File: src/rtl/clk_div_pkg.sv
`default_nettype none
// ============================================================================
//  Module      : clk_div_pkg
//  Description : Shared constants and helpers for the programmable clock
//                divider: default widths, the minimum legal divisor, named
//                board-clock divisors and the divisor clamp.
//  Revision    : 1.0 - initial release
// ============================================================================
package clk_div_pkg;

    localparam int CNT_W_DEF = 17;
    localparam int DIV_MIN   = 2;

    // Named divisors from the 50 MHz board clock.
    localparam int DIV_10K   = 5000;
    localparam int DIV_500   = 100000;
    localparam int DIV_1K    = 50000;

    // A divisor of 0 or 1 has no meaningful period; force it to the minimum.
    function automatic logic [31:0] clamp_div(input logic [31:0] value);
        return (value < 32'(DIV_MIN)) ? 32'(DIV_MIN) : value;
    endfunction

endpackage
`default_nettype wire

File: src/rtl/clk_div_prog_if.sv
`default_nettype none
// ============================================================================
//  Module      : clk_div_prog_if
//  Description : Divisor-load handshake between a requester (master) and the
//                clock divider (slave). Ready is per target channel.
//  Revision    : 1.0 - initial release
// ============================================================================
interface clk_div_prog_if #(
    parameter int NUM_CH = 2,
    parameter int CNT_W  = clk_div_pkg::CNT_W_DEF
);
    localparam int CH_W = (NUM_CH > 1) ? $clog2(NUM_CH) : 1;

    logic              div_valid;
    logic [CH_W-1:0]   div_ch;
    logic [CNT_W-1:0]  div_value;
    logic              div_ready;

    modport master (
        output div_valid,
        output div_ch,
        output div_value,
        input  div_ready
    );

    modport slave (
        input  div_valid,
        input  div_ch,
        input  div_value,
        output div_ready
    );

endinterface
`default_nettype wire

File: src/rtl/clk_div_channel.sv
`default_nettype none
// ============================================================================
//  Module      : clk_div_channel
//  Description : One divider channel. Counts 0..active_div-1, emits a one-cycle
//                tick per period and a registered square wave. A loaded divisor
//                waits in a shadow register and is applied only at a period
//                boundary, while disabled, or on restart, so a running period
//                is never truncated.
//  Revision    : 1.0 - initial release
// ============================================================================
module clk_div_channel
    import clk_div_pkg::*;
#(
    parameter int CNT_W       = CNT_W_DEF,
    parameter int DIV_DEFAULT = DIV_10K
) (
    input  logic             clk,
    input  logic             rst_n,
    input  logic             i_en,
    input  logic             i_restart,
    input  logic             i_load,
    input  logic [CNT_W-1:0] i_load_value,
    output logic             o_pending,
    output logic             o_tick,
    output logic             o_clk_out
);

    localparam logic [CNT_W-1:0] c_div_default = CNT_W'(DIV_DEFAULT);
    localparam logic [CNT_W-1:0] c_one         = CNT_W'(1);

    logic [CNT_W-1:0] r_cnt;
    logic [CNT_W-1:0] r_active_div;
    logic [CNT_W-1:0] r_shadow;
    logic             r_pending;
    logic             r_tick;
    logic             r_clk_out;

    logic             w_wrap;
    logic             w_apply;
    logic [CNT_W-1:0] w_cnt_next;
    logic [CNT_W-1:0] w_half;
    logic [CNT_W-1:0] w_load_div;

    // Active divisor is always >= 2, so active_div-1 never underflows.
    assign w_wrap     = (r_cnt == r_active_div - c_one);
    assign w_half     = r_active_div >> 1;
    assign w_load_div = CNT_W'(clamp_div(32'(i_load_value)));
    assign w_apply    = r_pending & (w_wrap | ~i_en | i_restart);

    // Next count: restart and disable force zero ahead of the natural wrap.
    always_comb begin
        w_cnt_next = r_cnt + c_one;
        if (~i_en || i_restart || w_wrap) begin
            w_cnt_next = '0;
        end
    end

    // Counter plus registered tick and square-wave outputs.
    always_ff @(posedge clk or negedge rst_n) begin
        if (!rst_n) begin
            r_cnt     <= '0;
            r_tick    <= 1'b0;
            r_clk_out <= 1'b0;
        end else begin
            r_cnt     <= w_cnt_next;
            r_tick    <= i_en & w_wrap & ~i_restart;
            r_clk_out <= i_en & (w_cnt_next < w_half);
        end
    end

    // Shadow/active divisor pair; a load is only offered while nothing is
    // pending, so apply and load never collide on the same edge.
    always_ff @(posedge clk or negedge rst_n) begin
        if (!rst_n) begin
            r_active_div <= c_div_default;
            r_shadow     <= c_div_default;
            r_pending    <= 1'b0;
        end else begin
            if (w_apply) begin
                r_active_div <= r_shadow;
                r_pending    <= 1'b0;
            end
            if (i_load) begin
                r_shadow  <= w_load_div;
                r_pending <= 1'b1;
            end
        end
    end

    assign o_pending = r_pending;
    assign o_tick    = r_tick;
    assign o_clk_out = r_clk_out;

endmodule
`default_nettype wire

File: src/rtl/clk_div_prog.sv
`default_nettype none
// ============================================================================
//  Module      : clk_div_prog
//  Description : Multi-channel programmable clock divider / tick generator.
//                Decodes the divisor-load target channel, drives the per-
//                channel ready, and instantiates one divider per channel.
//  Revision    : 1.0 - initial release
// ============================================================================
module clk_div_prog
    import clk_div_pkg::*;
#(
    parameter int NUM_CH      = 2,
    parameter int CNT_W       = CNT_W_DEF,
    parameter int DIV_DEFAULT = DIV_10K
) (
    input  logic              clk_50MHz,
    input  logic              rst_n,
    input  logic [NUM_CH-1:0] en,
    input  logic              restart,
    clk_div_prog_if.slave     div_if,
    output logic [NUM_CH-1:0] tick,
    output logic [NUM_CH-1:0] clk_out
);

    localparam int CH_W = (NUM_CH > 1) ? $clog2(NUM_CH) : 1;

    logic [NUM_CH-1:0] w_pending;
    logic [NUM_CH-1:0] w_load;
    logic              w_ready;

    // Ready mirrors the target channel's free shadow; out-of-range targets
    // match no channel and therefore stay not-ready.
    always_comb begin
        w_ready = 1'b0;
        for (int i = 0; i < NUM_CH; i++) begin
            if (div_if.div_ch == CH_W'(i)) begin
                w_ready = ~w_pending[i];
            end
        end
    end

    assign div_if.div_ready = w_ready;

    for (genvar g = 0; g < NUM_CH; g++) begin : g_ch
        assign w_load[g] = div_if.div_valid & w_ready & (div_if.div_ch == CH_W'(g));

        clk_div_channel #(
            .CNT_W       (CNT_W),
            .DIV_DEFAULT (DIV_DEFAULT)
        ) u_channel (
            .clk          (clk_50MHz),
            .rst_n        (rst_n),
            .i_en         (en[g]),
            .i_restart    (restart),
            .i_load       (w_load[g]),
            .i_load_value (div_if.div_value),
            .o_pending    (w_pending[g]),
            .o_tick       (tick[g]),
            .o_clk_out    (clk_out[g])
        );
    end

endmodule
`default_nettype wire

File: src/flat_wrapper.sv
// flat-port wrapper written by rule: the top's interface ports become plain ports
module clk_div_prog_flat import clk_div_pkg::*;
#(
    parameter int NUM_CH      = 2,
    parameter int CNT_W       = CNT_W_DEF,
    parameter int DIV_DEFAULT = DIV_10K
)
  (clk_50MHz, rst_n, en, restart, tick, clk_out, div_if_div_valid, div_if_div_ch, div_if_div_value, div_if_div_ready);
  clk_div_prog_if #(.NUM_CH(NUM_CH), .CNT_W(CNT_W)) div_if_i ();
  input  logic clk_50MHz;
  input  logic rst_n;
  input  logic [NUM_CH-1:0] en;
  input  logic restart;
  output logic [NUM_CH-1:0] tick;
  output logic [NUM_CH-1:0] clk_out;
  input wire logic [$bits(div_if_i.div_valid)-1:0] div_if_div_valid;
  input wire logic [$bits(div_if_i.div_ch)-1:0] div_if_div_ch;
  input wire logic [$bits(div_if_i.div_value)-1:0] div_if_div_value;
  output wire logic [$bits(div_if_i.div_ready)-1:0] div_if_div_ready;
  assign div_if_i.div_valid = div_if_div_valid;
  assign div_if_i.div_ch = div_if_div_ch;
  assign div_if_i.div_value = div_if_div_value;
  assign div_if_div_ready = div_if_i.div_ready;
  clk_div_prog #(.NUM_CH(NUM_CH), .CNT_W(CNT_W), .DIV_DEFAULT(DIV_DEFAULT)) u_core (.clk_50MHz(clk_50MHz), .rst_n(rst_n), .en(en), .restart(restart), .div_if(div_if_i), .tick(tick), .clk_out(clk_out));
endmodule
File: config.mk
export PLATFORM = sky130hd
export DESIGN_NAME = clk_div_prog_flat
export DESIGN_NICKNAME = d
export VERILOG_FILES = /design/src/rtl/clk_div_pkg.sv /design/src/rtl/clk_div_prog_if.sv /design/src/rtl/clk_div_channel.sv /design/src/rtl/clk_div_prog.sv /design/src/flat_wrapper.sv
export SDC_FILE = /design/constraint.sdc
export NUM_CORES = 1
export LEC_CHECK = 0
export CAP_MARGIN = 25
export CORE_ASPECT_RATIO = 1.1
export CORE_MARGIN = 3
export CORE_UTILIZATION = 66
export DETAILED_ROUTE_END_ITERATION = 8
export GPL_TIMING_DRIVEN = 0
export HOLD_SLACK_MARGIN = 0.1
export PLACE_DENSITY = 0.95
export SLEW_MARGIN = 20
export SYNTH_ARGS = -nofsm -noshare
export SYNTH_HDL_FRONTEND = slang
export SYNTH_SLANG_ARGS = --single-unit
File: constraint.sdc
create_clock -name clk_50MHz -period 12.2 [get_ports clk_50MHz]
set_input_delay 2.44 -clock clk_50MHz [delete_from_list [all_inputs] [get_ports clk_50MHz]]
set_output_delay 2.44 -clock clk_50MHz [all_outputs]
set_load 0.005 [all_outputs]
Word-level counts from Yosys, hierarchy flattened
Cells that the tools add are included.
{"block": "totals", "input_bits": 24, "output_inout_bits": 5, "mem_count": 0, "ramBits": 0, "rom_bits": 0, "latchBits": 0, "register_bits": 108, "wordCells": 56}
{"block": "op_classes", "n_lt_le_gt_ge": 3, "div": 0, "n_mul": 0, "n_addsub": 4, "n_eq_ne": 2, "n_reduce_logical": 6, "shifts": 0, "bitwise": 21, "n_mux": 8}
{"operator": "two-way mux 17 bit", "n": 3}
{"operator": "adder 17 x 1 -> 17 bit (second input constant)", "n": 2}
{"operator": "== test 17 bit", "n": 2}
{"operator": "less-than comparator 17 x 16 -> 1 bit", "n": 2}
{"operator": "subtractor 17 x 1 -> 17 bit (second input constant)", "n": 2}
{"operator": "less-than comparator 17 x 2 -> 1 bit (second input constant)", "n": 1}
{"operator": "AND 1 bit", "n": 11}
{"operator": "NOT 1 bit", "n": 6}
{"operator": "two-way mux 1 bit", "n": 5}
{"operator": "logical OR 1 bit", "n": 4}
{"operator": "OR 1 bit", "n": 4}
{"operator": "nonzero test 2 bit", "n": 2}

Longest topological paths before layout
Gate-level depths: netlist of run 1.
{"block": "logic_depth", "ltp_word": 7, "ltp_mapped": 19, "ltp_nobuf": 17}

Hierarchy
From an unflattened synthesis of run 1, not the netlist that was laid out.
{"block": "hier_totals", "cells_unflattened": 840, "area_unflattened_um2": 7583.5}
{"module": "clk_div_channel at u_core.g_ch[1].u_channel", "area_per_inst_um2": 3881.2, "cells_per_inst": 432, "n_inst": 1, "seq_area_each_um2": 1363.8}
{"module": "clk_div_channel at u_core.g_ch[0].u_channel", "area_per_inst_um2": 3676.0, "cells_per_inst": 405, "n_inst": 1, "seq_area_each_um2": 1363.8}
{"module": "clk_div_prog", "area_per_inst_um2": 26.3, "cells_per_inst": 3, "n_inst": 1, "seq_area_each_um2": 0.0}

Worst setup path before layout of run 1
No wires, ideal clock.
{"block": "synth_path", "path_kind": "input -> output", "startpoint": "input div_if_div_ch", "endpoint": "output div_if_div_ready", "path_slack_ns": 7.136, "n_path_buf": 0, "cell_stages": 1, "t_required_ns": 9.760, "arrival_ns": 2.624, "path_cell_list": "mux2i_1"}
{"block": "synth_between", "elab_chain_cells": 1}
{"element": "start: declaration", "line_no": "flat_wrapper.sv:17", "source": "input wire logic [$bits(div_if_i.div_ch)-1:0] div_if_div_ch;"}
{"element": "two-way mux 1 bit", "line_no": "clk_div_prog.sv:36", "source": "if (div_if.div_ch == CH_W'(i)) begin"}
{"element": "end: declaration", "line_no": "flat_wrapper.sv:19", "source": "output wire logic [$bits(div_if_i.div_ready)-1:0] div_if_div_ready;"}
Every way passes these cells.

Worst setup path after layout of run 1
Ends and elaborated chain as after synthesis.

==> out/metrics.csv, run 1 <==
metric;value;unit
Post-CTS Setup Repair Bufs;0;
Final Util;75.73;%
Min Hold Slack;0.4635;ns
Post-CTS Hold Buffers;0;
Max transition margin;45.92;%
ANT nets after route;0;
CTS tree;done;
Worst Path Required;9.76;ns
post-synthesis adder-cell area fraction;6.106;%
share of cells above drive strength 1;12.29;%
Yosys cell types;72;
GRT Total Usage;30.71;%
final setup TNS;0;ns
PortBufs;28;
register area;2728;um2
Synth Area in Simple Gates;21.84;%
Die Y-Extent;113.8;um
initial antenna violation count;0;
first-pass GRT wire length;29440;um
Ports;29;
Final Max Tran Viols;0;
Hold Crit Class;flip-flop to flip-flop;
Post-CTS Resized;0;
fraction of synthesized area in multiplexers;5.316;%
largest net degree at the start of global routing;63;
FILL cells;714;
status;finished clean;
die width;104.0;um
Ys Warns;0;
grt ovf;0;
Max Cap Viol;0;
die area;11830;um2
Worst-Skew Late Latency;0.39;ns
CTS Sinks;108;
Seq cells post-synth;108;
count leader, synth;dfrtp_1;
crit end category;output pin;
Setup CP Type;primary input to output pin;
CTS clk-pin slew, worst paths;0.10;ns
main combinational cell family by area after synthesis;simple AND/OR/NAND/NOR gates;
sequential share of the synthesized area;39.15;%
met2 wire len;9148;um
CTS buffer count;9;
ANT cells;0;
root buffer cell;clkbuf_8;
Post-Synth XOR/XNOR Area;8.800;%
drc violations;0;
site row count;38;
core area;10080;um2
Pleak;3.199;nW
mean routed wirelength per cell;19.06;um
RD Place Congestion;0.9799;
clk buf depth;2;
share of synthesized registers carrying an async set or reset;100.0;%
met3 routed WL;1007;um
crit start category;primary input;
Pre-antenna DRT Iters;6;
synth-to-layout area growth;9.573;%
uppermost routed layer;met4;
Primary FF master, synth;dfrtp_1;
Syn Std Cell Area;6967;um2
WL final;17700;um
fin crit share;51.25;%
Final Skew;0.01220;ns
Post-synth top cells;dfrtp_1, nand2_1, xnor2_1, inv_1, nor2_1;
number of nets in the layout;842;
CP max FO;3;
fmax;159.9;MHz
Gate Count Post-Synth;744;
initial core utilization;69.12;%
Setup-failing EPs final;0;
Post-synth EDFFs;0;
area fraction in compound gates after synthesis;12.75;%
unrepaired setup endpoints after global routing;no;
mean number of vias per cell;6.485;
Hold Vio Cnt, Final;0;
vias in the first global route;6202;
Max IR drop VDD;70.71;uV
worst slew pin tran;0.8045;ns
total number of vias;6025;
largest cells by area after synthesis;dfrtp_1, dfstp_2, xnor2_1;
Synth Area per Inst;9.364;um2
Synth top area share;31.61;%
Detailed Place HPWL;13550;um
drt initial violations;353;
fin crit period;6.253;ns
Data arrival, critical path;3.81;ns
Syn Nets;802;
met1 wire length;6656;um
H-Tree Depth;3;
multi-input logic area;3819;um2
power per cell area;138.9;nW/um2
top cell type by total area after synthesis;dfrtp_1;
[power by group]
group          total [mW]  internal [mW]  switching (mW)
Combinational       0.352          0.147           0.205
Sequential          0.493          0.427          0.0660
Clock               0.215         0.0816           0.133
Total                1.06          0.656           0.404
[stage by stage]
| stage | power, mW | cell area, um2 | cells | setup slack, ns |
|---|---|---|---|---|
| 6_report | 1.060 | 7634 | 929 | 5.947 |
| 5_1_grt | 1.120 | 7634 | 929 | 5.885 |
| 4_1_cts | 1.053 | 7634 | 929 | 5.950 |
| 3_5_place_dp | 0.8404 | 7451 | 913 | 5.965 |
| 3_3_place_gp | 0.8134 | 7422 | 912 | 4.812 |
| 2_1_floorplan | 0.7308 | 6967 | 744 | 7.136 |
[layout make-up]
| cell class | instances | area share [%] |
|---|---|---|
| clock buffer | 10 | 1.803 |
| buffer | 43 | 3.393 |
| tap | 140 | 2.295 |
| sequential | 108 | 35.73 |
| multi-input combinational | 550 | 50.02 |
| timing repair buffer | 29 | 4.049 |
| clock inverter | 6 | 0.5901 |
| inverter | 43 | 2.114 |
[layout by cell type, fill, tap and decap left out, types with 6 or more instances in the layout]
master,instances
a21o_1,9
a21oi_1,18
a31oi_1,19
and3_1,10
buf_4,9
clkbuf_1,20
clkbuf_8,11
clkdlybuf4s50_1,27
dfrtp_1,88
dfstp_2,20
ha_1,34
inv_1,43
mux2_1,10
mux2_2,22
nand2_1,80
nand2b_1,6
nand3_1,30
nand4_1,16
nor2_1,40
nor2b_1,10
nor3_1,32
nor4_1,13
o21ai_0,20
o22ai_1,17
o311ai_1,12
or3b_1,17
or4_1,6
xnor2_1,50
xor2_1,20
[cell families (layout without fill, tap and decap cells)]
kind of cell | Yosys count | after routing
xor gates and xnor gates | 70 | 70
muxes | 33 | 33
buffers and inverters | 86 | 131
and+or+nand+nor | 286 | 286
DFF | 108 | 108
adders and majority gates | 34 | 34
AOI/OAI and AO/OA | 127 | 127
[state kept, by name (all words and copies together), names as in the netlist]
register,cells
u_core.g_ch.u_channel.r_cnt,34
u_core.g_ch.u_channel.o_clk_out,2
u_core.g_ch.u_channel.o_pending,2
u_core.g_ch.u_channel.o_tick,2
u_core.g_ch.u_channel.r_active_div,34
u_core.g_ch.u_channel.r_shadow,34
[layer usage]
metal	vias to the layer above	GRT usage, %
met3	88	3.622
met2	272	55.74
met1	2902	35.33
met5	-	0
met4	0	17.46
li1	2763	-
[worst max-delay path, cell delays in order]
cell and delay [ns]:
clkdlybuf4s50_1 0.55, mux2i_1 0.28, clkdlybuf4s50_1 0.54
[final timing paths]
kind | startpoint | endpoint | slack (ns) | cells past startpoint
setup / recovery | div_if_div_ch | div_if_div_ready | 5.95 | 3
hold / removal | u_core.g_ch[0].u_channel.r_shadow[9] | u_core.g_ch[0].u_channel.r_shadow[9] | 0.46 | 2
setup reg to reg | u_core.g_ch[0].u_channel.r_active_div[3] | u_core.g_ch[0].u_channel.o_clk_out | 7.25 | 18
hold reg to reg | u_core.g_ch[0].u_channel.r_shadow[9] | u_core.g_ch[0].u_channel.r_shadow[9] | 0.46 | 2
max in group asynchronous | rst_n | u_core.g_ch[1].u_channel.r_active_div[12] | 9.55 | 2
min in group asynchronous | rst_n | u_core.g_ch[0].u_channel.r_active_div[2] | 1.96 | 1
No activity file was read; power rests on OpenSTA's default activity.
==> inputs of run 2 (changes only) <==
--- a/config.mk
+++ b/config.mk
@@ -8,11 +8,11 @@
 export CAP_MARGIN = 25
 export CORE_ASPECT_RATIO = 1.1
 export CORE_MARGIN = 3
-export CORE_UTILIZATION = 66
+export CORE_UTILIZATION = 62
 export DETAILED_ROUTE_END_ITERATION = 8
 export GPL_TIMING_DRIVEN = 0
 export HOLD_SLACK_MARGIN = 0.1
-export PLACE_DENSITY = 0.95
+export PLACE_DENSITY = 0.93
 export SLEW_MARGIN = 20
 export SYNTH_ARGS = -nofsm -noshare
 export SYNTH_HDL_FRONTEND = slang
==> constraint.sdc (replaced) <==
create_clock -name clk_50MHz -period 6.25 [get_ports clk_50MHz]
set_input_delay 1.25 -clock clk_50MHz [delete_from_list [all_inputs] [get_ports clk_50MHz]]
set_output_delay 1.25 -clock clk_50MHz [all_outputs]
set_load 0.005 [all_outputs]
==> out/metrics.csv, run 2 (same netlist as run 1, synthesis figures left out) <==
metric;value;unit
post-route cell area;7810;um2
total number of vias;6068;
grt ovf;0;
Worst Hold Path Cells;2;
clk buf depth;2;
PortBufs;28;
Hold Vio Cnt, Final;0;
Post-CTS Resized;0;
Worst Path Required;6.49;ns
Buf/Inv on CP;3;
worst-path cell chain;clkbuf_1, nor4_2, nand3_1, xnor2_1, or4_1, a2111oi_2, or2_2, buf_2, buf_2, nor2_1, ha_1, nand2_1, nor3_1, and2_1, nand3_1, o21a_1, a21oi_1, nor3_1;
crit start category;flip-flop;
Worst-Skew Late Latency;0.36;ns
largest net degree at the start of global routing;82;
Data arrival, critical path;5.26;ns
drt initial violations;591;
number of nets in the layout;842;
drc violations;1;
ANT cells;0;
worst r2r src;u_core.g_ch[0].u_channel.r_active_div[3];
mean routed wirelength per cell;20.01;um
commonest non-fill, non-tap cell in the layout;dfrtp_1;
Post-CTS Setup Repair Bufs;0;
RD Place Congestion;0.9750;
CP max FO;10;
most frequent cells in the layout;dfrtp_1, nand2_1, xnor2_1, inv_1, nor2_1;
Max IR drop VDD;179.1;uV
site row count;39;
CTS clk-pin slew, worst paths;0.08;ns
Net Sw Frac;35.42;%
final worst setup slack;1.231;ns
die width;107.1;um
Sw Pwr;0.8342;mW
hold_sp;u_core.g_ch[0].u_channel.r_shadow[3];
Critical Path Max Stage Delay;0.77;ns
Top delay family on crit path;simple AND/OR/NAND/NOR gates;
met2 wire len;9778;um
r2r endpoint;u_core.g_ch[0].u_channel.o_clk_out;
placed inst area;7455;um2
CP max stage cell;nor4_2;
Die Y-Extent;117.2;um
Max Cap Viol;0;
met3 routed WL;912;um
Final Skew;0.01050;ns
Ports;29;
Final Max Tran Viols;0;
FF-to-FF setup slack;1.23;ns
core area;10690;um2
fmax;199.2;MHz
H-Tree Depth;3;
power per cell area;301.5;nW/um2
Setup CP Type;flip-flop to flip-flop;
status;finished with violations;
met1 wire length;6917;um
WL final;18650;um
vias in the first global route;6202;
CTS tree;done;
Largest regs;u_core.g_ch.u_channel.r_active_div (34), u_core.g_ch.u_channel.r_cnt (34), u_core.g_ch.u_channel.r_shadow (34);
worst slew pin tran;0.8096;ns
CTS buffer count;9;
GRT Total Usage;31.57;%
internal power;1.521;mW
Setup-failing EPs final;0;
first-pass GRT wire length;30900;um
Post-CTS Hold Buffers;0;
final setup TNS;0;ns
power share of the combinational group;29.6;%
fin crit share;80.30;%
ANT nets after route;0;
initial antenna violation count;0;
synth-to-layout area growth;12.10;%
failing checks;design-rule violations;
Pleak;3.276;nW
Max transition margin;45.58;%
Hold Crit Class;flip-flop to flip-flop;
WHS Endpoint;u_core.g_ch[0].u_channel.r_shadow[3];
unrepaired setup endpoints after global routing;no;
CTS Sinks;108;
crit end category;flip-flop;
fin crit period;5.019;ns
share of cells above drive strength 1;12.29;%
Placement Setup Slack;1.477;ns
Final Util;73.08;%
die area;12550;um2
Pre-antenna DRT Iters;9;
clock share of power;29.1;%
Flop pwr share;41.3;%
mean number of vias per cell;6.511;
Reg2Reg Depth;18;
root buffer cell;clkbuf_16;
initial core utilization;65.19;%
Detailed Place HPWL;13670;um
uppermost routed layer;met4;
-- run 2: cell count changes in the layout (fill, tap and decap cells not counted), sizes merged --
| cell | before | now |
|---|---|---|
| clkinv | 4 | 1 |
| inv | 45 | 46 |
| clkbuf | 32 | 31 |
| bufinv | 0 | 3 |
-- run 2: how the worst max path moves through the flow --
stage                                                         from                                 end  slack, ns  depth (start not counted)
after global routing      u_core.g_ch[0].u_channel.r_active_div[3]  u_core.g_ch[0].u_channel.o_clk_out       0.95                         18
after CTS                 u_core.g_ch[0].u_channel.r_active_div[3]  u_core.g_ch[0].u_channel.o_clk_out       1.33                         18
after global placement                                       rst_n  u_core.g_ch[1].u_channel.r_cnt[10]      -0.02                          1
final                     u_core.g_ch[0].u_channel.r_active_div[3]  u_core.g_ch[0].u_channel.o_clk_out       1.23                         18
after floorplan           u_core.g_ch[1].u_channel.r_active_div[8]  u_core.g_ch[1].u_channel.o_clk_out       2.10                         18
after detailed placement  u_core.g_ch[0].u_channel.r_active_div[3]  u_core.g_ch[0].u_channel.o_clk_out       1.48                         18
-- run 2: final cells by class --
| type | instances | area, um2 |
|---|---|---|
| buffer | 43 | 259.0 |
| clock buffer | 9 | 225.2 |
| clock inverter | 7 | 130.1 |
| fill | 737 | 2877 |
| inverter | 43 | 161.4 |
| multi-input combinational | 550 | 3819 |
| sequential | 108 | 2728 |
| tap | 143 | 178.9 |
| timing repair buffer | 29 | 309.0 |
-- run 2: metrics by stage --
step	std cells	power (mW)	hold WS, ns
after floorplan	744	1.427	0.4363
after global placement	915	1.595	0.4472
after detailed placement	916	1.636	0.4481
after CTS	932	2.331	0.4607
after global routing	932	2.469	0.4717
final	932	2.355	0.4595
-- run 2: per-layer routing --
layer	up-vias	global-route usage (%)
met5	-	0
li1	2758	-
met3	93	4.114
met1	2944	34.82
met2	273	57.66
met4	0	19.95
-- run 2: tightest hold or removal path, stage by stage (launching register included) --
cell	delay, ns
dfstp_2	0.37
nand2_1	0.05
nand2_1	0.05
-- run 2: power groups by stage --
stage                     clock (mW)  combinational (mW)  sequential, mW
after CTS                      0.682               0.685           0.963
after floorplan                    0               0.498           0.929
after detailed placement           0               0.667           0.970
after global placement             0               0.633           0.962
final                          0.686               0.697           0.972
after global routing           0.717               0.768           0.984
==> inputs of run 3 (changes only) <==
==> constraint.sdc (replaced) <==
create_clock -name clk_50MHz -period 4.84 [get_ports clk_50MHz]
set_input_delay 0.968 -clock clk_50MHz [delete_from_list [all_inputs] [get_ports clk_50MHz]]
set_output_delay 0.968 -clock clk_50MHz [all_outputs]
set_load 0.005 [all_outputs]
==> out/metrics.csv, run 3 (same netlist as run 1, synthesis figures left out) <==
metric;value;unit
Detailed Place HPWL;13670;um
FF-to-FF setup slack;0.13;ns
GRT Total Usage;31.88;%
DP Cell Count;916;
initial antenna violation count;0;
worst r2r src;u_core.g_ch[1].u_channel.r_active_div[0];
clk buf depth;2;
drc violations;0;
register area;2728;um2
met1 usage;35.40;%
fin crit share;97.26;%
CP max FO;10;
r2r endpoint;u_core.g_ch[1].u_channel.o_clk_out;
CP Depth;19;
PortBufs;28;
Setup CP Type;flip-flop to flip-flop;
crit end category;flip-flop;
synth-to-layout area growth;13.15;%
share of cells above drive strength 1;13.26;%
CP max stage cell;or4b_2;
die area;12550;um2
crit start category;flip-flop;
worst-path cell chain;inv_1, ha_2, or4b_2, nor4_1, xnor2_1, a31o_2, nor4_4, nor2b_2, buf_4, buf_4, nor2_1, ha_1, a21o_1, a21o_1, a21o_1, a21oi_1, o221ai_1, a21oi_1, o31a_1;
CTS buffer count;9;
Worst-Skew Late Latency;0.36;ns
Ports;29;
mean number of vias per cell;6.490;
met3 global-route usage;4.059;%
CTS clk-pin slew, worst paths;0.07;ns
Post-CTS Hold Buffers;0;
largest net degree at the start of global routing;82;
power per cell area;389.5;nW/um2
global-route met2 utilization;58.45;%
root buffer cell;clkbuf_16;
GRT busiest layer;met2;
Max transition margin;52.74;%
Max Cap Viol;0;
Pleak;3.299;nW
ANT nets after route;0;
worst slew pin tran;0.7024;ns
drt initial violations;634;
Die Y-Extent;117.2;um
Pre-antenna DRT Iters;8;
Reg2Reg Depth;19;
Buf/Inv on CP;3;
Max IR drop VDD;230.5;uV
commonest non-fill, non-tap cell in the layout;dfrtp_1;
fin crit period;4.707;ns
vias in the first global route;6195;
Hold Crit Class;flip-flop to flip-flop;
Final Skew;0.01037;ns
core area;10690;um2
WL final;18860;um
Worst Path Required;5.14;ns
Final Max Tran Viols;0;
mean routed wirelength per cell;20.17;um
CTS Sinks;108;
die width;107.1;um
grt ovf;0;
multi-input logic area;3866;um2
initial core utilization;65.19;%
Data arrival, critical path;5.01;ns
end of the critical path;u_core.g_ch[1].u_channel.o_clk_out;
ANT cells;0;
origin of the worst setup path;u_core.g_ch[1].u_channel.r_active_div[0];
RD Place Congestion;0.9750;
Critical Path Max Stage Delay;0.66;ns
Hold Vio Cnt, Final;0;
most frequent CP cell;a21o_1;
Non-Filler Instances;935;
H-Tree Depth;3;
FILL cells;726;
most frequent cells in the layout;dfrtp_1, nand2_1, xnor2_1, inv_1, nor2_1;
Min Hold Slack;0.4595;ns
status;finished clean;
fmax;212.4;MHz
Top delay family on crit path;simple AND/OR/NAND/NOR gates;
number of nets in the layout;845;
Setup-failing EPs final;0;
Largest regs;u_core.g_ch.u_channel.r_active_div (34), u_core.g_ch.u_channel.r_cnt (34), u_core.g_ch.u_channel.r_shadow (34);
CTS tree;done;
total number of vias;6068;
first-pass GRT wire length;31220;um
final setup TNS;0;ns
site row count;39;
[run 3: what timing repair did]
item | in CTS | in global routing
pin swaps | 0 | 3
setup buffers | 0 | 3
hold endpoints to repair | 0 | 0
endpoints found under the setup margin | 1 | 2
gates resized for setup | 1 | 8
[run 3: final cells by class]
class	instances	area share (%)
Multi-Input combinational cell	550	49.05
Tap cell	143	2.270
Inverter	43	2.048
Buffer	43	3.317
Clock inverter	7	1.651
Timing Repair Buffer	32	4.206
Clock buffer	9	2.857
Sequential cell	108	34.60
[run 3: how the worst min path moves through the flow]
stage          depth (start not counted)  slack (ns)                                   from                                     to
6_report                               2        0.46   u_core.g_ch[0].u_channel.r_shadow[3]   u_core.g_ch[0].u_channel.r_shadow[3]
5_1_grt                                2        0.47   u_core.g_ch[0].u_channel.r_shadow[3]   u_core.g_ch[0].u_channel.r_shadow[3]
4_1_cts                                2        0.46   u_core.g_ch[0].u_channel.r_shadow[3]   u_core.g_ch[0].u_channel.r_shadow[3]
3_5_place_dp                           2        0.45   u_core.g_ch[0].u_channel.r_shadow[3]   u_core.g_ch[0].u_channel.r_shadow[3]
3_3_place_gp                           2        0.45   u_core.g_ch[0].u_channel.r_shadow[8]   u_core.g_ch[0].u_channel.r_shadow[8]
2_1_floorplan                          2        0.44  u_core.g_ch[0].u_channel.r_shadow[12]  u_core.g_ch[0].u_channel.r_shadow[12]
[run 3: layer usage]
metal,vias to the layer above,share of wire [%]
met1,2962,37
met4,0,5.5
li1,2759,-
met3,86,4.5
met5,-,0
met2,261,53
[run 3: tightest hold or removal path: stages (launching register included)]
cell,delay (ns)
dfstp_2,0.37
nand2_1,0.05
nand2_1,0.05
[run 3: through the flow]
stage	worst slack, ns	instance area (um2)	power, mW	utilization (%)
5_1_grt	-0.08103	7883	3.218	73.76
3_5_place_dp	0.06688	7455	2.113	69.76
6_report	0.1325	7883	3.070	73.76
3_3_place_gp	-1.146	7426	2.059	69.49
4_1_cts	0.03205	7819	3.016	73.16
2_1_floorplan	0.6909	6967	1.842	-
[run 3: where the power goes]
group          internal (mW)  leakage, nW  switching [mW]
Sequential              1.08         1.33           0.183
Clock                  0.517        0.174           0.371
Combinational          0.380         1.80           0.543
Total                   1.97         3.30            1.10
==> edit 1, RTL diff (settings of run 3) <==
Make the reset (`rst_n`) synchronous in 2 clocked blocks.
--- a/src/rtl/clk_div_channel.sv
+++ b/src/rtl/clk_div_channel.sv
@@ -56,7 +56,7 @@
     end
 
     // Counter plus registered tick and square-wave outputs.
-    always_ff @(posedge clk or negedge rst_n) begin
+    always_ff @(posedge clk) begin
         if (!rst_n) begin
             r_cnt     <= '0;
             r_tick    <= 1'b0;
@@ -70,7 +70,7 @@
 
     // Shadow/active divisor pair; a load is only offered while nothing is
     // pending, so apply and load never collide on the same edge.
-    always_ff @(posedge clk or negedge rst_n) begin
+    always_ff @(posedge clk) begin
         if (!rst_n) begin
             r_active_div <= c_div_default;
             r_shadow     <= c_div_default;
Behaviour: differs if rst_n is asserted again (counterexample within 4 cycles, from zero or initial values and one cycle with rst_n low); with rst_n held inactive, the same outputs for 10 cycles.
==> edit 1 against run 3 <==
- largest cell class unchanged
- critical path type unchanged
- via count down 1.1%
- setup slack gained 0.048 ns
- final area fell by 9.4%
- synthesized area decreased by 7.5%
- global-route usage shrank 2.0 points
- sequential cell count did not move
- non-clock buffer count rose by 1
- utilization shrank 2.2 points
- first-iteration DRC count fell by 21%
- wire length shrank 11%
Power is not compared: it rests on default switching activity, and its combinational part moved more than twofold at a synthesized area within 25%.
==> edit 1: results (changes against run 3) <==
M2 GR Usage: 0.459 (-0.126)
Library cells used by synthesis: 66 (-8.3%)
Ranking of synthesized cells by area: dfxtp_1, nand2_1, ha_1, xnor2_1, mux2i_1
Initial DRC count: 503 (-21%)
Total GRT Usage: 0.298 (-0.0203)
Hold endpoint: u_core.g_ch[0].u_channel.r_active_div[11]
Sequential cell area fraction in the yosys report: 0.336 (-0.0560)
Most common cell after layout, fill and taps aside: nand2_1
Worst Skew: 0.0100 ns (-0.000348 ns)
Vias in the first global route: 5871 (-5.2%)
Slowest CP cell: or4b_4
Root Buffer: clkbuf_8
Placed Cells: 943 (+2.9%)
R2r setup slk: 0.18 ns (+0.05 ns)
Clock transition at path regs: 0.11 ns (+0.04 ns)
HP Start: u_core.g_ch[0].u_channel.r_shadow[11]
Critical path arrival: 4.96 ns (-0.05 ns)
Post-Syn Nets: 853 (+6.4%)
Wire length on met2: 7710 um (-23%)
Hold WS: 0.464 ns (+0.00443 ns)
Async SR Flop Fraction: 0 (-1.00)
Largest net degree at the start of global routing: 20 (-76%)
Met3 Track Usage GR: 0.0419 (+0.00133)
First-pass GRT wire length: 27700 um (-11%)
Worst setup path endpoint: u_core.g_ch[1].u_channel.o_clk_out
Via/cell ratio: 6.24 (-3.9%)
Worst slack at placement: -0.0183 ns (-0.0852 ns)
Routed wire per std cell: 17.4 um (-14%)
Status: complete, no violations
Total routed wirelength: 16800 um (-11%)
HPWL after DPL: 12500 um (-8.8%)
Wl on met1: 7190 um (+3.1%)
Compound-Gate Fraction of Synth Area: 0.117 (-0.0102)
Fin crit share: 0.963 (-0.00983)
Commonest cells in the netlist: nand2_1, dfxtp_1, nor2_1
## edit 1: where the power goes
part,leakage [nW],internal (mW),switching [mW]
logic,1.74,0.0685,0.0991
registers,0.877,0.911,0.0199
clock network,0.103,0.252,0.347
total,2.72,1.23,0.466
## edit 1: final cells by class
| cell class | instances | area (um^2) |
|---|---|---|
| Fill cell | 716 | 2840 |
| Multi-Input combinational cell | 604 | 3950 |
| Timing Repair Buffer | 31 | 303 |
| Tap cell | 120 | 150 |
| Clock buffer | 10 | 128 |
| Buffer | 45 | 231 |
| Inverter | 38 | 143 |
| Sequential cell | 108 | 2160 |
| Clock inverter | 6 | 80.1 |
## edit 1: per-stage QoR
stage / setup TNS, ns / power, mW
after detailed placement: -0.0183 / 1.11
after floorplan: 0 / 1.05
final: 0 / 1.70
after CTS: 0 / 1.69
after global routing: 0 / 1.75
after global placement: -0.0400 / 1.11
## edit 1: timing repair
item                                    in CTS  in global routing
gates resized for setup                      2                  8
endpoints found under the setup margin       1                  2
pin swaps                                    0                  1
buffers inserted                             0                  3
==> edit 2, RTL diff (config.mk and constraints of run 3) <==
Made on the original files. `NUM_CH` is set to 2 in 3 places; all go to 1.
--- a/src/rtl/clk_div_prog_if.sv
+++ b/src/rtl/clk_div_prog_if.sv
@@ -6,7 +6,7 @@
 //  Revision    : 1.0 - initial release
 // ============================================================================
 interface clk_div_prog_if #(
-    parameter int NUM_CH = 2,
+    parameter int NUM_CH = 1,
     parameter int CNT_W  = clk_div_pkg::CNT_W_DEF
 );
     localparam int CH_W = (NUM_CH > 1) ? $clog2(NUM_CH) : 1;
--- a/src/rtl/clk_div_prog.sv
+++ b/src/rtl/clk_div_prog.sv
@@ -9,7 +9,7 @@
 module clk_div_prog
     import clk_div_pkg::*;
 #(
-    parameter int NUM_CH      = 2,
+    parameter int NUM_CH      = 1,
     parameter int CNT_W       = CNT_W_DEF,
     parameter int DIV_DEFAULT = DIV_10K
 ) (
--- a/src/flat_wrapper.sv
+++ b/src/flat_wrapper.sv
@@ -1,7 +1,7 @@
 // flat-port wrapper written by rule: the top's interface ports become plain ports
 module clk_div_prog_flat import clk_div_pkg::*;
 #(
-    parameter int NUM_CH      = 2,
+    parameter int NUM_CH      = 1,
     parameter int CNT_W       = CNT_W_DEF,
     parameter int DIV_DEFAULT = DIV_10K
 )
Interface: changed (resized clk_out, en and tick); port bits go from 29 to 26. The function was not compared with the original's and may differ.
==> edit 2 against run 3 <==
- wire length fell by 56%
- clock skew down 0.0017 ns
- synthesized area is 49% lower
- non-clock buffer count fell by 17
- first-iteration DRC count decreased by 71%
- final area shrank 49%
- power is 54% lower
- worst hold slack gained 0.0063 ns
- fmax grew 1.1%
- setup slack gained 0.053 ns
- sequential cell count decreased by 54
- critical endpoint is now u_core.g_ch[0].u_channel.o_clk_out
- largest cell class unchanged
- largest power group unchanged
==> edit 2: results (changes against run 3) <==
Total CTS buffers: 5 (-4)
Hold WS: 0.466 ns (+0.00634 ns)
Leak: 1.77 nW (-46%)
Inserted Diodes: 0 (unchanged)
Xor/xnor share of the synthesized area: 0.0911 (+0.00310)
Worst Path Max Fanout: 10 (unchanged)
WL met3: 428 um (-50%)
Library cells used by synthesis: 50 (-31%)
Clk Latency, worst-skew pair: 0.32 ns (-0.04 ns)
Wl on met1: 3440 um (-51%)
Total routed wirelength: 8320 um (-56%)
Largest regs: u_core.g_ch.u_channel.r_active_div (17), u_core.g_ch.u_channel.r_cnt (17), u_core.g_ch.u_channel.r_shadow (17)
Placed cell areas: 0.00390 mm^2 (-48%)
Number of gates resized after CTS: 0 (-1)
Largest net degree at the start of global routing: 55 (-33%)
Layout cells sized above 1: 0.125 (-0.00729)
Adder-Cell Fraction of Synth Area: 0.0598 (-0.00127)
Slowest CP cell: or3b_2
HP Start: u_core.g_ch[0].u_channel.r_shadow[12]
Top delay family on crit path: compound AO/OA/AOI/OAI gates
Post-Synthesis Cells: 401 (-46%)
Commonest cells in the netlist: nand2_1, dfrtp_1, nor2_1
Clock transition at path regs: 0.11 ns (+0.04 ns)
Initial DRC count: 187 (-71%)
Root Buffer: clkbuf_8
Hold endpoint: u_core.g_ch[0].u_channel.r_shadow[12]
Htree depth: 2 (-1)
HPWL after DPL: 6020 um (-56%)
Worst Skew: 0.00864 ns (-0.00172 ns)
Status: complete, no violations
First-pass GRT wire length: 14100 um (-55%)
Most used DFF post-synth: dfrtp_1
RePlAce Congestion: 0.886 (-9.1%)
Via Count: 3124 (-49%)
M2 GR Usage: 0.465 (-0.120)
Worst stage delay on the critical path: 0.50 ns (-0.16 ns)
Worst slack at placement: 0.148 ns (+0.0815 ns)
Compound-Gate Fraction of Synth Area: 0.161 (+0.0336)
Sequential cell area fraction in the yosys report: 0.383 (-0.00813)
Placed Cells: 501 (-45%)
Total GRT Usage: 0.262 (-0.0568)
Worst-case vdd ir drop: 0.000237 V (+3.0%)
Critical path arrival: 4.90 ns (-0.11 ns)
R2r endpoint: u_core.g_ch[0].u_channel.o_clk_out
Nets: 478 (-43%)
Mux cell area share after synthesis: 0.00563 (-0.0475)
GR Util met1: 0.313 (-0.0405)
Via/cell ratio: 6.08 (-6.3%)
Cell count of the worst reg-to-reg path: 19 (unchanged)
Reg-to-reg critical path startpoint: u_core.g_ch[0].u_channel.r_active_div[1]
Post-Syn Nets: 441 (-45%)
Met3 Track Usage GR: 0.0563 (+0.0157)
Worst slew margin: 0.534 (+0.00636)
Bufs on Longest Clock Path: 2 (unchanged)
Ranking of synthesized cells by area: dfrtp_1, nand2_1, dfstp_2, ha_1, o211ai_1
I/O Buffers: 25 (-11%)
Wire length on met2: 4260 um (-57%)
Drt pass-1 iters: 7 (-1)
R2r setup slk: 0.19 ns (+0.05 ns)
-- edit 2: cell count changes after synthesis, sizes merged, moves of 19 or more --
cell	change
dfrtp	-44
o211ai	+33
mux2	-32
xnor2	-28
nor3	-26
inv	-23
nand3	-19
-- edit 2: how the worst max path moves through the flow --
| stage | cells after the start | startpoint | slack (ns) | endpoint |
|---|---|---|---|---|
| after global routing | 19 | u_core.g_ch[0].u_channel.r_active_div[1] | 0.01 | u_core.g_ch[0].u_channel.o_clk_out |
| final | 19 | u_core.g_ch[0].u_channel.r_active_div[1] | 0.19 | u_core.g_ch[0].u_channel.o_clk_out |
| after detailed placement | 18 | u_core.g_ch[0].u_channel.r_active_div[2] | 0.15 | u_core.g_ch[0].u_channel.o_clk_out |
| after CTS | 18 | u_core.g_ch[0].u_channel.r_active_div[2] | 0.06 | u_core.g_ch[0].u_channel.o_clk_out |
| after floorplan | 19 | u_core.g_ch[0].u_channel.r_active_div[0] | 0.78 | u_core.g_ch[0].u_channel.o_clk_out |
| after global placement | 20 | u_core.g_ch[0].u_channel.r_active_div[0] | 0.26 | u_core.g_ch[0].u_channel.o_clk_out |
-- edit 2: tightest hold or removal path, cell delays in order, from the launching register on --
cell,delay [ns]
dfstp_2,0.38
nand2_1,0.05
nand2_1,0.05
-- edit 2: where the power goes --
| part | internal (mW) | switching (mW) |
|---|---|---|
| Sequential | 0.539 | 0.0701 |
| Clock | 0.108 | 0.165 |
| Combinational | 0.222 | 0.310 |
-- edit 2: final cells by class --
type / count / area [um^2]
fillers: 404 / 1420
inverters: 21 / 78.8
plain buffers: 28 / 174
flip-flops and latches: 54 / 1360
repair buffers: 30 / 285
clock buffers: 5 / 68.8
multi-input cells: 298 / 1960
clock inverters: 3 / 27.5
well taps: 75 / 93.8
